==> src/rtl/mips_pkg.sv <==
// ---------------------------------------------------------------------------
// mips_pkg
// Shared definitions for the MIPS decode stage:
//   - opcode constants for the supported instruction subset
//   - widths of the WB / M / EX control bundles carried into ID/EX
//   - bit offsets of the fields inside the 64-bit IF/ID word
//   - the control bundle struct and the opcode decode helpers
// ---------------------------------------------------------------------------
package mips_pkg;

    localparam logic [5:0] OP_RTYPE = 6'h00;
    localparam logic [5:0] OP_LW    = 6'h23;
    localparam logic [5:0] OP_SW    = 6'h2B;
    localparam logic [5:0] OP_BEQ   = 6'h04;
    localparam logic [5:0] OP_ADDI  = 6'h08;

    localparam int WB_W = 2;
    localparam int M_W  = 3;
    localparam int EX_W = 4;

    // MemRead position inside the {Branch, MemRead, MemWrite} bundle
    localparam int M_MEMREAD = 1;

    // IF/ID word layout: [63:32] PC+4, [31:0] instruction
    localparam int IFID_PC4_LSB   = 32;
    localparam int IFID_INSTR_LSB = 0;

    // Instruction field offsets (within the 32-bit instruction)
    localparam int OPC_LSB = 26;
    localparam int RS_LSB  = 21;
    localparam int RT_LSB  = 16;
    localparam int RD_LSB  = 11;
    localparam int IMM_W   = 16;

    typedef struct packed {
        logic [WB_W-1:0] wb;   // {RegWrite, MemToReg}
        logic [M_W-1:0]  m;    // {Branch, MemRead, MemWrite}
        logic [EX_W-1:0] ex;   // {RegDst, ALUOp[1:0], ALUSrc}
    } ctrl_t;

    localparam ctrl_t CTRL_NOP = '{wb: '0, m: '0, ex: '0};

    // Main control table; unknown opcodes fall back to an all-zero bundle
    function automatic ctrl_t decode_ctrl(input logic [5:0] op);
        ctrl_t c;
        c = CTRL_NOP;
        case (op)
            OP_RTYPE: c = '{wb: 2'b10, m: 3'b000, ex: 4'b1100};
            OP_LW:    c = '{wb: 2'b11, m: 3'b010, ex: 4'b0001};
            OP_SW:    c = '{wb: 2'b00, m: 3'b001, ex: 4'b0001};
            OP_BEQ:   c = '{wb: 2'b00, m: 3'b100, ex: 4'b0010};
            OP_ADDI:  c = '{wb: 2'b10, m: 3'b000, ex: 4'b0001};
            default:  c = CTRL_NOP;
        endcase
        return c;
    endfunction

    // True when the instruction actually consumes rt as a source operand
    function automatic logic uses_rt(input logic [5:0] op);
        return (op == OP_RTYPE) || (op == OP_SW) || (op == OP_BEQ);
    endfunction

endpackage

==> src/rtl/decode_stage_if.sv <==
// ---------------------------------------------------------------------------
// decode_stage_if
// Bundles everything the decode stage exchanges with its neighbours:
//   if_id         in   64  {PC+4, instruction} from fetch
//   flush         in   1   taken branch resolved downstream
//   wb_reg_write  in   1   write-back enable
//   wb_rd         in   5   write-back destination
//   wb_data       in   32  write-back data
//   stall         out  1   hold PC and IF/ID in fetch
//   id_ex_*       out  -   ID/EX pipeline register toward execute
// The slave modport is the decode stage; master is its environment.
// ---------------------------------------------------------------------------
interface decode_stage_if #(
    parameter int DATA_W = 32,
    parameter int REG_AW = 5
);
    import mips_pkg::*;

    logic [2*DATA_W-1:0] if_id;
    logic                flush;
    logic                wb_reg_write;
    logic [REG_AW-1:0]   wb_rd;
    logic [DATA_W-1:0]   wb_data;

    logic                stall;
    logic [WB_W-1:0]     id_ex_wb;
    logic [M_W-1:0]      id_ex_m;
    logic [EX_W-1:0]     id_ex_ex;
    logic [DATA_W-1:0]   id_ex_pc4;
    logic [DATA_W-1:0]   id_ex_rs_data;
    logic [DATA_W-1:0]   id_ex_rt_data;
    logic [DATA_W-1:0]   id_ex_imm;
    logic [REG_AW-1:0]   id_ex_rs;
    logic [REG_AW-1:0]   id_ex_rt;
    logic [REG_AW-1:0]   id_ex_rd;

    modport master (
        output if_id, flush, wb_reg_write, wb_rd, wb_data,
        input  stall, id_ex_wb, id_ex_m, id_ex_ex, id_ex_pc4,
               id_ex_rs_data, id_ex_rt_data, id_ex_imm,
               id_ex_rs, id_ex_rt, id_ex_rd
    );

    modport slave (
        input  if_id, flush, wb_reg_write, wb_rd, wb_data,
        output stall, id_ex_wb, id_ex_m, id_ex_ex, id_ex_pc4,
               id_ex_rs_data, id_ex_rt_data, id_ex_imm,
               id_ex_rs, id_ex_rt, id_ex_rd
    );

endinterface

==> src/rtl/decode_regfile.sv <==
// ---------------------------------------------------------------------------
// decode_regfile
// 32 x 32 register file for the decode stage.
//   clk, rst_n      clock, async active-low clear of all entries
//   we_i            write enable from write-back
//   waddr_i/wdata_i write address / data (stored at posedge)
//   raddr_a_i/b_i   asynchronous read addresses
//   rdata_a_o/b_o   read data; r0 reads 0, a same-cycle write to the
//                   addressed register is forwarded straight through
// ---------------------------------------------------------------------------
module decode_regfile #(
    parameter int DATA_W = 32,
    parameter int REG_AW = 5
) (
    input  logic              clk,
    input  logic              rst_n,
    input  logic              we_i,
    input  logic [REG_AW-1:0] waddr_i,
    input  logic [DATA_W-1:0] wdata_i,
    input  logic [REG_AW-1:0] raddr_a_i,
    input  logic [REG_AW-1:0] raddr_b_i,
    output logic [DATA_W-1:0] rdata_a_o,
    output logic [DATA_W-1:0] rdata_b_o
);

    localparam int NREG = 1 << REG_AW;

    logic [DATA_W-1:0] mem_q [NREG];
    logic              wr_valid;

    // A write to r0 is discarded so it can neither be stored nor bypassed
    assign wr_valid = we_i && (waddr_i != '0);

    always_ff @(posedge clk or negedge rst_n) begin
        if (!rst_n) begin
            for (int i = 0; i < NREG; i++) begin
                mem_q[i] <= '0;
            end
        end else if (wr_valid) begin
            mem_q[waddr_i] <= wdata_i;
        end
    end

    // Write-through lets write-back and decode share a cycle without a
    // separate forwarding path in execute
    function automatic logic [DATA_W-1:0] read_port(input logic [REG_AW-1:0] addr);
        if (addr == '0) begin
            return '0;
        end else if (wr_valid && (addr == waddr_i)) begin
            return wdata_i;
        end else begin
            return mem_q[addr];
        end
    endfunction

    assign rdata_a_o = read_port(raddr_a_i);
    assign rdata_b_o = read_port(raddr_b_i);

endmodule

==> src/rtl/decode_stage.sv <==
// ---------------------------------------------------------------------------
// decode_stage
// MIPS instruction-decode stage: control decode, register-file read,
// immediate sign-extension, load-use hazard detection and branch flush.
//   clk    rising-edge clock
//   rst_n  asynchronous active-low reset
//   bus    decode_stage_if.slave: IF/ID word, flush, write-back port in;
//          stall to fetch and the ID/EX register out
// ---------------------------------------------------------------------------
module decode_stage
    import mips_pkg::*;
#(
    parameter int DATA_W = 32,
    parameter int REG_AW = 5
) (
    input  logic          clk,
    input  logic          rst_n,
    decode_stage_if.slave bus
);

    logic [31:0]       instr;
    logic [5:0]        opcode;
    logic [REG_AW-1:0] rs, rt, rd;
    logic [DATA_W-1:0] rs_data, rt_data;
    ctrl_t             ctrl;
    logic              hazard;
    logic              stall;
    logic              bubble;

    ctrl_t             ctrl_q, ctrl_d;
    logic [DATA_W-1:0] pc4_q, pc4_d;
    logic [DATA_W-1:0] rs_data_q, rs_data_d;
    logic [DATA_W-1:0] rt_data_q, rt_data_d;
    logic [DATA_W-1:0] imm_q, imm_d;
    logic [REG_AW-1:0] rs_q, rs_d;
    logic [REG_AW-1:0] rt_q, rt_d;
    logic [REG_AW-1:0] rd_q, rd_d;

    assign instr  = bus.if_id[IFID_INSTR_LSB +: 32];
    assign opcode = instr[OPC_LSB +: 6];
    assign rs     = instr[RS_LSB +: REG_AW];
    assign rt     = instr[RT_LSB +: REG_AW];
    assign rd     = instr[RD_LSB +: REG_AW];
    assign ctrl   = decode_ctrl(opcode);

    decode_regfile #(
        .DATA_W (DATA_W),
        .REG_AW (REG_AW)
    ) u_regfile (
        .clk       (clk),
        .rst_n     (rst_n),
        .we_i      (bus.wb_reg_write),
        .waddr_i   (bus.wb_rd),
        .wdata_i   (bus.wb_data),
        .raddr_a_i (rs),
        .raddr_b_i (rt),
        .rdata_a_o (rs_data),
        .rdata_b_o (rt_data)
    );

    // A load in ID/EX whose target feeds this instruction cannot be
    // forwarded in time; hazard looks only at registered ID/EX state so the
    // bubble it causes removes the hazard on the following cycle
    assign hazard = ctrl_q.m[M_MEMREAD] && (rt_q != '0) &&
                    ((rt_q == rs) || (uses_rt(opcode) && (rt_q == rt)));

    // A flush discards this instruction anyway, so holding fetch is pointless
    assign stall  = hazard && !bus.flush;
    assign bubble = bus.flush || stall;

    always_comb begin
        ctrl_d    = bubble ? CTRL_NOP : ctrl;
        pc4_d     = bus.if_id[IFID_PC4_LSB +: DATA_W];
        rs_data_d = rs_data;
        rt_data_d = rt_data;
        imm_d     = {{(DATA_W-IMM_W){instr[IMM_W-1]}}, instr[IMM_W-1:0]};
        rs_d      = rs;
        rt_d      = rt;
        rd_d      = rd;
    end

    always_ff @(posedge clk or negedge rst_n) begin
        if (!rst_n) begin
            ctrl_q    <= CTRL_NOP;
            pc4_q     <= '0;
            rs_data_q <= '0;
            rt_data_q <= '0;
            imm_q     <= '0;
            rs_q      <= '0;
            rt_q      <= '0;
            rd_q      <= '0;
        end else begin
            ctrl_q    <= ctrl_d;
            pc4_q     <= pc4_d;
            rs_data_q <= rs_data_d;
            rt_data_q <= rt_data_d;
            imm_q     <= imm_d;
            rs_q      <= rs_d;
            rt_q      <= rt_d;
            rd_q      <= rd_d;
        end
    end

    assign bus.stall         = stall;
    assign bus.id_ex_wb      = ctrl_q.wb;
    assign bus.id_ex_m       = ctrl_q.m;
    assign bus.id_ex_ex      = ctrl_q.ex;
    assign bus.id_ex_pc4     = pc4_q;
    assign bus.id_ex_rs_data = rs_data_q;
    assign bus.id_ex_rt_data = rt_data_q;
    assign bus.id_ex_imm     = imm_q;
    assign bus.id_ex_rs      = rs_q;
    assign bus.id_ex_rt      = rt_q;
    assign bus.id_ex_rd      = rd_q;

endmodule

==> src/flat_wrapper.sv <==
// flat-port wrapper written by rule: the top's interface ports become plain ports
module decode_stage_flat import mips_pkg::*;
#(
    parameter int DATA_W = 32,
    parameter int REG_AW = 5
)
  (clk, rst_n, bus_if_id, bus_flush, bus_wb_reg_write, bus_wb_rd, bus_wb_data, bus_stall, bus_id_ex_wb, bus_id_ex_m, bus_id_ex_ex, bus_id_ex_pc4, bus_id_ex_rs_data, bus_id_ex_rt_data, bus_id_ex_imm, bus_id_ex_rs, bus_id_ex_rt, bus_id_ex_rd);
  decode_stage_if #(.DATA_W(DATA_W), .REG_AW(REG_AW)) bus_i ();
  input  logic clk;
  input  logic rst_n;
  input wire logic [$bits(bus_i.if_id)-1:0] bus_if_id;
  input wire logic [$bits(bus_i.flush)-1:0] bus_flush;
  input wire logic [$bits(bus_i.wb_reg_write)-1:0] bus_wb_reg_write;
  input wire logic [$bits(bus_i.wb_rd)-1:0] bus_wb_rd;
  input wire logic [$bits(bus_i.wb_data)-1:0] bus_wb_data;
  output wire logic [$bits(bus_i.stall)-1:0] bus_stall;
  output wire logic [$bits(bus_i.id_ex_wb)-1:0] bus_id_ex_wb;
  output wire logic [$bits(bus_i.id_ex_m)-1:0] bus_id_ex_m;
  output wire logic [$bits(bus_i.id_ex_ex)-1:0] bus_id_ex_ex;
  output wire logic [$bits(bus_i.id_ex_pc4)-1:0] bus_id_ex_pc4;
  output wire logic [$bits(bus_i.id_ex_rs_data)-1:0] bus_id_ex_rs_data;
  output wire logic [$bits(bus_i.id_ex_rt_data)-1:0] bus_id_ex_rt_data;
  output wire logic [$bits(bus_i.id_ex_imm)-1:0] bus_id_ex_imm;
  output wire logic [$bits(bus_i.id_ex_rs)-1:0] bus_id_ex_rs;
  output wire logic [$bits(bus_i.id_ex_rt)-1:0] bus_id_ex_rt;
  output wire logic [$bits(bus_i.id_ex_rd)-1:0] bus_id_ex_rd;
  assign bus_i.if_id = bus_if_id;
  assign bus_i.flush = bus_flush;
  assign bus_i.wb_reg_write = bus_wb_reg_write;
  assign bus_i.wb_rd = bus_wb_rd;
  assign bus_i.wb_data = bus_wb_data;
  assign bus_stall = bus_i.stall;
  assign bus_id_ex_wb = bus_i.id_ex_wb;
  assign bus_id_ex_m = bus_i.id_ex_m;
  assign bus_id_ex_ex = bus_i.id_ex_ex;
  assign bus_id_ex_pc4 = bus_i.id_ex_pc4;
  assign bus_id_ex_rs_data = bus_i.id_ex_rs_data;
  assign bus_id_ex_rt_data = bus_i.id_ex_rt_data;
  assign bus_id_ex_imm = bus_i.id_ex_imm;
  assign bus_id_ex_rs = bus_i.id_ex_rs;
  assign bus_id_ex_rt = bus_i.id_ex_rt;
  assign bus_id_ex_rd = bus_i.id_ex_rd;
  decode_stage #(.DATA_W(DATA_W), .REG_AW(REG_AW)) u_core (.clk(clk), .rst_n(rst_n), .bus(bus_i));
endmodule
==> config.mk <==
export PLATFORM = sky130hd
export DESIGN_NAME = decode_stage_flat
export DESIGN_NICKNAME = d
export VERILOG_FILES = /design/src/rtl/mips_pkg.sv /design/src/rtl/decode_stage_if.sv /design/src/rtl/decode_regfile.sv /design/src/rtl/decode_stage.sv /design/src/flat_wrapper.sv
export SDC_FILE = /design/constraint.sdc
export NUM_CORES = 2
export LEC_CHECK = 0
export CORE_MARGIN = 10
export CORE_UTILIZATION = 30
export DETAILED_ROUTE_END_ITERATION = 10
export PLACE_DENSITY = 0.51
export SYNTH_ARGS = -nofsm -noshare
export SYNTH_HDL_FRONTEND = slang
export SYNTH_SLANG_ARGS = --single-unit
export TNS_END_PERCENT = 5
==> constraint.sdc <==
create_clock -name clk -period 5.4 [get_ports clk]
set_input_delay 0.54 -clock clk [delete_from_list [all_inputs] [get_ports clk]]
set_output_delay 0.54 -clock clk [all_outputs]
set_load 0.1 [all_outputs]
==> flow_summary.ini <==
[clock_network]
clockBufferDepth = 3
clk_pin_slew_ns = 0.06
numClockSinks = 1152
postCtsResizedCells = 0
tritoncts = built
cts_root_buffer = clkbuf_16
worst_skew_pair.late_latency_ns = 0.81
htreeDepth = 4
cts_buffers = 142

[grt]
grt_max_degree = 146
antenna_found_initial = 13
grt_pass1_vias = 40200
grt_pass1_wl_mm = 316
grt.total_usage_pct = 20.5
grt_overflow_total = 0

[finish]
nNetsFinal = 4166
layout-drive-gt1-share_pct = 43.5
stdcell_count = 6700
syn2layout_area_growth_pct = 17.2
design_area_mm2 = 0.0684
fillers = 18500
area.sequential_mm2 = 0.0288
multi_input_comb_area_mm2 = 0.0277
layout_commonest_cell = dfrtp_1
layout_common_cells = dfrtp_1 (1,152), mux2_2 (1,016), mux4_2 (368)

[power]
peakVddDrop_v = 0.000368
intPower_w = 0.0187
finalPower_w = 0.0267
swShare_pct = 29.8
p_seq_share_pct = 42.7
switchingPower_w = 0.00795
p_clk_share_pct = 36.5
power_density_mw_per_mm2 = 390
p_leak_nw = 29.1
combPwrFrac_pct = 20.8

[logic_synthesis]
syn_avg_cell_area_um2 = 14.6
syn_inst = 3988
synth-seq-cells = 1152
synth_seq_area_share_pct = 49.4
ys_warn_count = 0
synth.cell_area_mm2 = 0.0584
synth_edf_count = 0
ys.flop_type = dfrtp_1
async_flop_share_pct = 100
syn_nets = 4093
synth_cell_types = 59

[placement]
finalWeightedCongestion = 0.784
dpl.hpwl_mm = 130
dp_cells = 6442
port_buffers = 257
placed_area_mm2 = 0.0637

[floorplan]
dieWidth_um = 461
coreArea_mm2 = 0.193
die_area_mm2 = 0.213
start_util_pct = 30.3
num_rows = 161
die_h_um = 461
io_pins = 258

[flow_run]
cap_violations = 0

[outcome]
status = complete, no violations

[setup_path]
required_ns = 4.86
worstPathMaxFanout = 7
worstSetupPathType = reg2out
critPathLaunchType = flip-flop
worstSetupEndpointType = primary output
cp.arrival_ns = 3.30

[route]
vias = 38600
drt_drc_violations_left = 0
wl_per_cell_um = 33.1
wl_mm = 222
dr.first_iter.drc_count = 3593
drtAntennaViolNets = 0
dr.pass1.iters = 7
vias_per_cell = 5.77

[timing]
timing.fmax_mhz = 260
slew_violations = 0
worst_slew_pin_slew_ns = 1.36
final-hold-violation-count = 0
fin_setup_tns_ns = 0
fin_skew_ns = 0.0279
report.final.setup_viol = 0
rsz0062_at_grt = no
period_share_pct = 71.1
max-slew-margin-rel_pct = 8.85
min_period_ns = 3.84
hold_ws_ns = 0.0977

[worst_hold_path]
holdCritPathClass = in2reg
## cell type report
class	count	share of cell area, %
diodes	3	0.0110
multi-input cells	2367	40.5
clock buffers	209	6.10
inverters	5	0.0274
repair buffers	393	5.80
clock inverters	45	0.786
flip-flops and latches	1152	42.1
well taps	2526	4.62
## registers in the layout (all words and copies together), names as in the netlist
name	flops
u_core.u_regfile.mem_q	1024
u_core.bus.id_ex_pc4	32
u_core.bus.id_ex_rs_data	32
u_core.bus.id_ex_rt_data	32
u_core.bus.id_ex_imm	16
u_core.bus.id_ex_rs	5
u_core.bus.id_ex_rt	5
u_core.bus.id_ex_ex	3
u_core.bus.id_ex_wb	2
u_core.bus.id_ex_m	1
## metal layers
layer	wire length, µm	GRT usage (%)
met1	94600	27.5
met2	104000	32.9
met3	14300	3.83
met4	8820	7.88
met5	16	0
## power by group through the flow
stage	Clock [W]	Combinational, W	Sequential [W]
after floorplan	0	0.00345	0.0117
after global placement	0	0.00550	0.0115
after detailed placement	0	0.00556	0.0115
after CTS	0.00995	0.00558	0.0114
after global routing	0.0103	0.00590	0.0116
final	0.00973	0.00555	0.0114
## cells by family (layout without fill, tap and decap cells)
group | Yosys count | in the layout | share of synthesized area [%]
mux | 1676 | 1676 | 38.8
xor+xnor | 20 | 20 | 0.300
buf+inv | 469 | 652 | 3.62
compound gates | 467 | 467 | 6.15
flops | 1152 | 1152 | 49.4
simple gates | 204 | 204 | 1.76
other cells | 0 | 3 | 0
## metrics by stage
stage	setup WS [ns]	utilization (%)
floorplan	1.45	-
CTS	1.33	35.4
finish	1.56	35.5
global placement	1.50	33.0
global route	1.27	35.5
detailed placement	1.50	33.0
## cells in the mapped netlist (6+ instances only)
library cell	number	share of area (%)
nand3_1	25	0.21
o211a_1	7	0.12
nand3b_1	6	0.077
o22ai_1	25	0.27
mux2i_1	292	5.0
nor2b_1	7	0.075
o211ai_1	19	0.24
xnor2_1	9	0.14
buf_4	60	0.77
a22o_1	15	0.23
buf_1	57	0.37
a211o_1	8	0.12
nor2_1	31	0.20
nor3_1	30	0.26
mux4_2	368	14
mux2_2	1016	20
o221ai_1	52	0.78
clkbuf_1	269	1.7
xor2_1	11	0.16
a21oi_1	57	0.49
a221oi_1	44	0.66
o21ai_0	39	0.33
buf_2	73	0.63
a211oi_1	13	0.17
a32o_1	32	0.55
nor3b_1	9	0.12
a22oi_1	99	1.3
dfrtp_1	1152	49
nand2_1	60	0.39
a221o_1	38	0.65
## worst paths after layout
| check | from | to | slack [ns] | depth (start not counted) |
|---|---|---|---|---|
| hold reg to reg | u_core.u_regfile.mem_q[1002] | u_core.u_regfile.mem_q[1002] | 0.39 | 0 |
| setup reg to reg | u_core.bus.id_ex_rt[0] | u_core.bus.id_ex_m[0] | 3.14 | 6 |
| setup / recovery | u_core.bus.id_ex_rt[0] | bus_stall | 1.56 | 7 |
| min in group asynchronous | rst_n | u_core.u_regfile.mem_q[750] | 0.43 | 2 |
| max in group asynchronous | rst_n | u_core.u_regfile.mem_q[617] | 3.54 | 3 |
| hold / removal | bus_if_id[21] | u_core.bus.id_ex_rs[0] | 0.1 | 1 |
## worst max-delay path, stage by stage (launching register included)
cell	delay, ns
dfrtp_1	0.69
xor2_1	0.15
nor4_2	0.28
buf_4	0.19
nand3_1	0.08
a21oi_1	0.60
nor2b_1	0.21
buf_4	0.30
## timing repair
| action | CTS | global route |
|---|---|---|
| hold buffers | 1 | 0 |
| endpoints found under the hold margin | 111 | 0 |
| setup buffers | 0 | 0 |
Note: power is estimated with default switching activity, not from simulation.
